### src/rtl/stride_counter.sv
// stride_counter: bounded up/down stride counter used as a sequence/address
// generator. Supports a run-time step, a parallel load (clamped into range)
// and either wrap-to-opposite-bound or saturate-at-bound on a crossing.
//
// Optional feature macro: STRIDE_CNT_WRAPCNT_EN adds wrap_cnt_o, a saturating
// count of wrap events that is cleared by reset and by load.
//
// Ports:
//   clk        in   rising-edge clock
//   reset      in   synchronous, active-high reset
//   en         in   advance one step this cycle
//   dir        in   0 = up, 1 = down
//   step_i     in   stride, sampled on each enabled cycle
//   load       in   parallel load strobe (wins over en)
//   load_val   in   load value, clamped to [LIMIT_LO, LIMIT_HI]
//   cnt_o      out  current count (live register)
//   wrap_o     out  1-cycle pulse: the last update crossed a bound
//   tc_o       out  cnt_o sits on the bound in the current direction
//   wrap_cnt_o out  wrap event count (STRIDE_CNT_WRAPCNT_EN only)
module stride_counter #(
  parameter int WIDTH    = 8,
  parameter int START    = 1,
  parameter int LIMIT_LO = 1,
  parameter int LIMIT_HI = 255,
  parameter int SAT_MODE = 0,
  parameter int WRAP_W   = 16
) (
  input  logic             clk,
  input  logic             reset,
  input  logic             en,
  input  logic             dir,
  input  logic [WIDTH-1:0] step_i,
  input  logic             load,
  input  logic [WIDTH-1:0] load_val,
  output logic [WIDTH-1:0] cnt_o,
  output logic             wrap_o,
  output logic             tc_o
`ifdef STRIDE_CNT_WRAPCNT_EN
  ,
  output logic [WRAP_W-1:0] wrap_cnt_o
`endif
);

  // Reject illegal bound/start combinations at elaboration.
  if (!(LIMIT_LO >= 0 && LIMIT_LO <= START && START <= LIMIT_HI &&
        longint'(LIMIT_HI) < (longint'(1) << WIDTH) && WRAP_W >= 1)) begin : g_bad_cfg
    $error("stride_counter: need 0 <= LIMIT_LO <= START <= LIMIT_HI < 2**WIDTH and WRAP_W >= 1");
  end

  localparam logic [WIDTH-1:0] LO_V    = WIDTH'(LIMIT_LO);
  localparam logic [WIDTH-1:0] HI_V    = WIDTH'(LIMIT_HI);
  localparam logic [WIDTH-1:0] START_V = WIDTH'(START);
  localparam logic             SAT     = (SAT_MODE != 0);

  logic [WIDTH-1:0]        cnt_q, cnt_d;
  logic                    wrap_q, wrap_d;
  logic [WIDTH:0]          nxt_up;
  logic signed [WIDTH:0]   nxt_dn;

  always_comb begin
    // One extra bit so the overflow / underflow is visible before the bound test.
    nxt_up = {1'b0, cnt_q} + {1'b0, step_i};
    nxt_dn = $signed({1'b0, cnt_q}) - $signed({1'b0, step_i});
    cnt_d  = cnt_q;
    wrap_d = 1'b0;
    if (load) begin
      if (load_val < LO_V)      cnt_d = LO_V;
      else if (load_val > HI_V) cnt_d = HI_V;
      else                      cnt_d = load_val;
    end else if (en) begin
      if (!dir) begin
        if (nxt_up <= {1'b0, HI_V}) begin
          cnt_d = nxt_up[WIDTH-1:0];
        end else begin
          wrap_d = 1'b1;
          cnt_d  = SAT ? HI_V : LO_V;
        end
      end else begin
        if (nxt_dn >= $signed({1'b0, LO_V})) begin
          cnt_d = nxt_dn[WIDTH-1:0];
        end else begin
          wrap_d = 1'b1;
          cnt_d  = SAT ? LO_V : HI_V;
        end
      end
    end
  end

  always_ff @(posedge clk) begin
    if (reset) begin
      cnt_q  <= START_V;
      wrap_q <= 1'b0;
    end else begin
      cnt_q  <= cnt_d;
      wrap_q <= wrap_d;
    end
  end

  assign cnt_o  = cnt_q;
  assign wrap_o = wrap_q;
  assign tc_o   = (cnt_q == (dir ? LO_V : HI_V));

`ifdef STRIDE_CNT_WRAPCNT_EN
  logic [WRAP_W-1:0] wrap_cnt_q, wrap_cnt_d;

  // Counts in step with wrap_o so both show the same event on the same cycle.
  always_comb begin
    wrap_cnt_d = wrap_cnt_q;
    if (load)                                 wrap_cnt_d = '0;
    else if (wrap_d && (wrap_cnt_q != '1))    wrap_cnt_d = wrap_cnt_q + 1'b1;
  end

  always_ff @(posedge clk) begin
    if (reset) wrap_cnt_q <= '0;
    else       wrap_cnt_q <= wrap_cnt_d;
  end

  assign wrap_cnt_o = wrap_cnt_q;
`endif

endmodule

### config.mk
export PLATFORM = sky130hd
export DESIGN_NAME = stride_counter
export DESIGN_NICKNAME = d
export VERILOG_FILES = /design/src/rtl/stride_counter.sv
export SDC_FILE = /design/constraint.sdc
export NUM_CORES = 1
export LEC_CHECK = 0
export BUFFER_PORTS_ARGS = -buffer_cell sky130_fd_sc_hd__buf_2
export CORE_MARGIN = 2
export CORE_UTILIZATION = 25
export CTS_CLUSTER_DIAMETER = 100
export DETAILED_ROUTE_END_ITERATION = 8
export PLACE_DENSITY = 0.4
export SLEW_MARGIN = 20
export SYNTH_ARGS = -nofsm -noshare
export SYNTH_HDL_FRONTEND = slang
export SYNTH_SLANG_ARGS = --single-unit
export TNS_END_PERCENT = 1
### constraint.sdc
create_clock -name clk -period 3 [get_ports clk]
set_input_delay 0.15 -clock clk [delete_from_list [all_inputs] [get_ports clk]]
set_output_delay 0.15 -clock clk [all_outputs]
set_load 0.02 [all_outputs]
Word-level counts from Yosys, hierarchy flattened

Cells that the tools add are included.

Flip-flop bits (word level): 9
Input port bits: 21
Output and inout port bits: 10
Word-level logic and storage cells: 23

$add $sub $neg: 2
Magnitude comparators: 4
Eq/ne operators: 1
Muxes and demuxes: 11
Bitwise gates (word level): 1
Reductions and logical operators: 2

Operators with widths:

| cell                                                              | count |
|---|---|
| two-way mux 8 bit                                                 | 8 |
| adder 8 x 8 -> 9 bit                                              | 1 |
| greater-or-equal comparator 9 x 2 -> 1 bit, second input constant | 1 |
| <= comparator 9 x 8 -> 1 bit, second input constant               | 1 |
| subtractor 8 x 8 -> 9 bit                                         | 1 |
| == test 8 bit                                                     | 1 |
| > comparator 8 bit, second input constant                         | 1 |
| < comparator 8 x 1 -> 1 bit, second input constant                | 1 |
| two-way mux 1 bit                                                 | 3 |
| OR reduction 3 bit                                                | 1 |
| nonzero test 2 bit                                                | 1 |
| NOT 1 bit                                                         | 1 |

Logic depth before layout (Yosys ltp)

Gate-level depths: netlist of run 1.

Depth after elaboration: 6
Gate-level depth with buffers: 10
Gate-level depth less buffers: 10

Worst setup path after synthesis of run 1

No wires, ideal clock.

Kind: register to register
From: reg cnt_q[0] (netlist: cnt_o[0])
To: reg cnt_q[7] (netlist: cnt_o[7])
Setup time: 0.122 ns
Arrival: 2.411 ns
Required time: 2.878 ns
Slack: 0.467 ns
Cell stages (with the launch flop): 11
Buffers on the path: 0
Clock period less this slack: 2.533 ns
Cells stage by stage: dfxtp_1 inv_1 ha_1 inv_1 fa_1 a21o_2 a221oi_2 xnor2_1 a21oi_4 a211o_1 a221o_1

Word-level cells in the longest chain between the ends: 6
Elaborated cells on any way between the ends: 9
Classes of those cells: add/sub (2); order compare (2); mux (5)

Ends and longest elaborated chain:

| element                                                                                    | RTL line | text |
|---|---|---|
| start: declaration                                                                         | 55       | `logic [WIDTH-1:0] cnt_q, cnt_d;` |
| start signal: assignment                                                                   | 94       | `cnt_q <= cnt_d;` |
| adder 8 x 8 -> 9 bit or subtractor 8 x 8 -> 9 bit (tied branches)                          | 62, 63   |  |
| <= comparator 9 x 8 -> 1 bit or greater-or-equal comparator 9 x 2 -> 1 bit (tied branches) | 72, 79   |  |
| two-way mux 8 bit, on equally long branches                                                | 72, 79   |  |
| two-way mux 8 bit *                                                                        | 71       | `if (!dir) begin` |
| two-way mux 8 bit *                                                                        | 70       | `end else if (en) begin` |
| two-way mux 8 bit *                                                                        | 66       | `if (load) begin` |

Mark *: on every way between the ends. The rest lies on a longest branch, timed or not. The select of a mux whose other input is x is not followed.
A chain may end at the register's enable or synchronous reset.

Worst setup path in the final report of run 1

Same ends and word-level chain as after synthesis.

==> impl_metrics.json, run 1 <==
{
  "remaining_drc_errors": 0,
  "synthFlopType": "dfxtp_1",
  "die-height_microns": 83.8,
  "maxCapViolations": 0,
  "ys_async_sr_fraction_pct": 0,
  "die_area_sq_um": 7020,
  "cts_buffers": 3,
  "grt_pass1_vias": 1569,
  "hold_viol_final": 0,
  "crit_chain": "inv_1 > ha_1 > inv_1 > fa_1 > a21o_2 > a221oi_2 > xnor2_1 > a21oi_4 > a211o_1 > a221o_1",
  "insertedDiodeCount": 0,
  "max-clock-path-buffers": 2,
  "postSynthCellCount": 207,
  "place_congestion": 0.746,
  "yosysTopAreaCell": "ha_1",
  "cts_resized": 0,
  "synth_area_leaders": "ha_1 13%, dfxtp_1 11%, a21oi_1 6.9%",
  "critical-path-top-delay-family": "compound AO/OA/AOI/OAI gates",
  "initial_utilization_pct": 25.5,
  "drt_wl_total_microns": 4770,
  "area_growth_pct": 14.9,
  "post-route-util_pct": 29.3,
  "rsz0062_at_grt": "false",
  "grt_max_degree": 21,
  "ioPinCount": 31,
  "path_buf_inv": 2,
  "synth_nets": 246,
  "cts.sinks": 9,
  "first_iter_violations": 53,
  "fillers": 708,
  "overflow": 0,
  "outcome": "finished, final reports clean",
  "ys_seq_area_share_pct": 11.3,
  "yosys_warnings": 0,
  "clk_pin_slew_ns": 0.05,
  "rows": 29,
  "yosys-top-cells-count": "22 x a21oi_1, 19 x nor2_1, 17 x inv_1, 16 x ha_1, 10 x nor3_1",
  "insertion_delay_ns": 0.23,
  "setup_viol": 0,
  "power_leakage_nw": 0.759,
  "p_per_area_nw_per_um2": 425,
  "met1_length_microns": 2410,
  "drt-wirelength-per-cell_microns": 15.4,
  "yosys_register_bits": 9,
  "worstSetupEndpointType": "flip-flop",
  "placed_area_sq_um": 1780,
  "synth_edf_count": 0,
  "worstMarginPinSlew_ns": 0.603,
  "tritoncts": "done",
  "finalCritPeriodShare_pct": 86.3,
  "arrival_ns": 2.70,
  "cts_max_level": 1,
  "grt_pass1_wl_microns": 8050,
  "dr_wl_met2_microns": 2110,
  "postCtsSetupRepairBufs": 0,
  "dp_hpwl_microns": 3870,
  "fin_nets": 272,
  "antenna_found_initial": 0,
  "finalSetupTns_ns": 0,
  "cts_hold_buf": 0,
  "min_period_ns": 2.59,
  "final_cells": 309,
  "fmax_mhz": 386,
  "critical_path.startpoint_type": "flip-flop",
  "finalClockSkew_ns": 0.00559,
  "die_w_microns": 83.8,
  "worstPathRequired_ns": 3.11,
  "maxSlewHeadroom_pct": 59.5,
  "vias_per_cell": 5.17,
  "synth.most_common_cell": "a21oi_1",
  "cpMostUsedCell": "inv_1",
  "slowest_stage": "fa_1",
  "dp_cells": 305,
  "final_area_sq_um": 1830,
  "hold_path_class": "in -> reg",
  "antenna_left": 0,
  "vias": 1596,
  "wl_met3_microns": 181,
  "cp_slowest_stage_delay_ns": 0.43,
  "top_layer": "met4",
  "drv_slew": 0,
  "root_buffer": "clkbuf_8",
  "detail_route.first_pass.iterations": 4,
  "cp_max_fo": 5,
  "crit_type": "reg -> reg",
  "ir_drop_mv": 0.166,
  "track_usage_pct": 14.0,
  "layout-drive-gt1-share_pct": 23.7,
  "syn_area_sq_um": 1590,
  "coreArea_sq_um": 6240,
  "io_buffers": 30,
  "synth_cell_types": 55,
  "synth.avg_cell_area_sq_um": 7.69,
  "synth.top_cell.area_share_pct": 12.6
}
==> per-stage QoR <==
step / hold slack, ns / total power, W / worst slack [ns]
global placement: 0.540 / 0.000641 / 0.444
detailed placement: 0.534 / 0.000635 / 0.416
global route: 0.335 / 0.000844 / 0.215
floorplan: 0.342 / 0.000524 / 0.467
CTS: 0.294 / 0.000783 / 0.400
finish: 0.301 / 0.000777 / 0.412
==> power by group <==
part / internal (W) / switching [W] / total, W
clock network: 0.0000929 / 0.0000512 / 0.000144
registers: 0.000133 / 0.0000220 / 0.000155
logic: 0.000190 / 0.000288 / 0.000478
total: 0.000416 / 0.000361 / 0.000777
==> cells in the final DEF, fill, tap and decap left out, types with 7 or more instances in the layout <==
master	Yosys	routed
a211oi_1	7	7
a21oi_1	22	22
buf_2	5	30
dfxtp_1	9	9
ha_1	16	16
inv_1	17	17
nor2_1	19	19
nor3_1	10	10
nor3b_1	7	7
==> area by class of cell <==
type / count / area, sq um / area share, %
inverter: 17 / 63.8 / 3.49
timing repair buffer: 31 / 158 / 8.62
multi-input combinational: 171 / 1280 / 70.3
clock buffer: 4 / 45.0 / 2.46
tap: 77 / 96.3 / 5.27
sequential: 9 / 180 / 9.86
==> path summary, 6_finish.rpt <==
| kind | depth (start not counted) | slack, ns | to | startpoint |
|---|---|---|---|---|
| worst max register to register | 10 | 0.41 | cnt_o[7]$_SDFFE_PP0P_ | cnt_o[0]$_SDFFE_PP1P_ |
| worst min register to register | 4 | 0.79 | cnt_o[0]$_SDFFE_PP1P_ | cnt_o[0]$_SDFFE_PP1P_ |
| worst min-delay path | 5 | 0.30 | cnt_o[5]$_SDFFE_PP0P_ | load_val[5] |
| worst max-delay path | 10 | 0.41 | cnt_o[7]$_SDFFE_PP0P_ | cnt_o[0]$_SDFFE_PP1P_ |
==> state kept, by name, indices dropped and copies added, names as in the netlist <==
signal and cells:
cnt_o 8, wrap_o 1
==> logic make-up after synthesis <==
group | Yosys count | share of synthesized area [%]
AOI/OAI and AO/OA | 76 | 36.0
and+or+nand+nor | 70 | 25.7
buffers and inverters | 27 | 7.94
adders and majority gates | 18 | 15.1
DFF | 9 | 11.3
xor gates and xnor gates | 6 | 3.30
muxes | 1 | 0.629
==> per-layer routing <==
metal / vias up / global-route usage (%)
met2: 34 / 21.9
met5: - / 0
li1: 824 / -
met3: 4 / 2.57
met4: 0 / 1.91
met1: 734 / 20.4
==> worst min-delay path, stage by stage <==
cell and delay, ns:
buf_2 0.09, a21oi_1 0.06, nor2_1 0.09, a21oi_1 0.05, o21ai_0 0.06
Note: power is estimated with default switching activity, not from simulation.
==> inputs of run 2 (changes only) <==
--- a/config.mk
+++ b/config.mk
@@ -6,6 +6,7 @@
 export NUM_CORES = 1
 export LEC_CHECK = 0
 export BUFFER_PORTS_ARGS = -buffer_cell sky130_fd_sc_hd__buf_2
+export CORE_ASPECT_RATIO = 0.7
 export CORE_MARGIN = 2
 export CORE_UTILIZATION = 25
 export CTS_CLUSTER_DIAMETER = 100
==> constraint.sdc (replaced) <==
create_clock -name clk -period 3 [get_ports clk]
set_input_delay 0.45 -clock clk [delete_from_list [all_inputs] [get_ports clk]]
set_output_delay 0.45 -clock clk [all_outputs]
set_load 0.02 [all_outputs]
==> impl_metrics.json, run 2 (synthesis results as in run 1) <==
{
  "remaining_drc_errors": 0,
  "maxCapViolations": 0,
  "cts_buffers": 3,
  "dp_hpwl_microns": 3880,
  "ir_drop_mv": 0.147,
  "rsz0062_at_grt": "false",
  "cts_resized": 0,
  "cts_max_level": 1,
  "place_congestion": 0.777,
  "worstPathRequired_ns": 3.12,
  "rows": 24,
  "final_cells": 314,
  "vias_per_cell": 5.11,
  "drt-wirelength-per-cell_microns": 15.2,
  "drv_slew": 0,
  "power_w": 0.000788,
  "detail_route.first_pass.iterations": 4,
  "power_leakage_nw": 0.778,
  "grt_max_degree": 21,
  "first_iter_violations": 61,
  "setup_viol": 0,
  "vias": 1604,
  "placed_area_sq_um": 1810,
  "postCtsSetupRepairBufs": 0,
  "p_per_area_nw_per_um2": 424,
  "area_growth_pct": 16.8,
  "outcome": "finished, final reports clean",
  "maxSlewHeadroom_pct": 66.0,
  "max-clock-path-buffers": 2,
  "finalCritPeriodShare_pct": 88.1,
  "root_buffer": "clkbuf_8",
  "worstMarginPinSlew_ns": 0.506,
  "cts.sinks": 9,
  "final_common_cell": "buf_2",
  "cp_max_fo": 5,
  "critical_path.startpoint_type": "flip-flop",
  "grt_pass1_vias": 1476,
  "io_buffers": 30,
  "layout-drive-gt1-share_pct": 25.0,
  "final_area_sq_um": 1860,
  "tritoncts": "done",
  "crit_type": "reg -> reg",
  "die-height_microns": 70.8,
  "track_usage_pct": 13.7,
  "finalSetupTns_ns": 0,
  "worstSetupEndpointType": "flip-flop",
  "hold_path_class": "in -> reg",
  "hold_viol_final": 0,
  "initial_utilization_pct": 25.7,
  "grt_pass1_wl_microns": 7740,
  "mostFrequentLayoutCells": "30 x buf_2, 22 x a21oi_1, 19 x nor2_1, 17 x inv_1, 16 x ha_1",
  "drt_wl_total_microns": 4770,
  "largest_reg_flops": 8,
  "min_period_ns": 2.64,
  "fin_nets": 276,
  "overflow": 0,
  "die_area_sq_um": 7030,
  "finalClockSkew_ns": 0.00678,
  "insertion_delay_ns": 0.24,
  "antenna_left": 0,
  "die_w_microns": 99.4,
  "clk_pin_slew_ns": 0.05,
  "coreArea_sq_um": 6190,
  "fmax_mhz": 378,
  "arrival_ns": 2.76,
  "insertedDiodeCount": 0,
  "ioPinCount": 31,
  "fillers": 690,
  "antenna_found_initial": 0,
  "dp_cells": 310,
  "cts_hold_buf": 0
}
[run 2: cell types whose count changed in the layout (fill, tap and decap cells not counted), sizes merged]
cell,previous run,this run
buf,31,35
[run 2: final timing paths]
path	depth (start not counted)	to	from	slack [ns]
min	5	cnt_o[6]$_SDFFE_PP0P_	load_val[6]	0.59
max	10	cnt_o[7]$_SDFFE_PP0P_	cnt_o[0]$_SDFFE_PP1P_	0.36
max reg2reg	10	cnt_o[7]$_SDFFE_PP0P_	cnt_o[0]$_SDFFE_PP1P_	0.36
min reg2reg	4	cnt_o[0]$_SDFFE_PP1P_	cnt_o[0]$_SDFFE_PP1P_	0.81
[run 2: metrics by stage]
stage	utilization, %	setup WS, ns	hold WS [ns]
floorplan	-	0.467	0.642
global placement	29.3	0.308	0.819
detailed placement	29.3	0.278	0.797
CTS	30.1	0.364	0.589
global route	30.1	0.174	0.642
finish	30.1	0.356	0.585
[run 2: critical path, cell delays in order, from the launching register on]
cell	delay (ns)
dfxtp_1	0.34
inv_1	0.10
ha_1	0.19
inv_1	0.06
fa_1	0.44
a21o_2	0.26
a221oi_2	0.28
xnor2_1	0.22
a21oi_4	0.08
a211o_1	0.27
a221o_1	0.28
[run 2: per-layer routing]
metal / track usage [%] / up-vias / part of all wire [%]
li1: - / 834 / -
met1: 21.7 / 736 / 54
met4: 0.457 / 0 / 0
met2: 19.4 / 34 / 41
met5: 0 / - / 0
met3: 3.66 / 0 / 5.4
[run 2: cell type report]
cell class	instances	area (sq um)	area share, %
repair buffers	35	188	10.1
multi-input cells	171	1280	69.1
flip-flops and latches	9	180	9.69
clock buffers	4	45.0	2.42
well taps	78	97.6	5.25
inverters	17	63.8	3.43
[run 2: report_power, final]
part / total, W / internal (W) / switching [W]
sequential: 0.000153 / 0.000133 / 0.0000203
clock: 0.000146 / 0.0000931 / 0.0000531
combinational: 0.000488 / 0.000198 / 0.000291
total: 0.000788 / 0.000424 / 0.000364
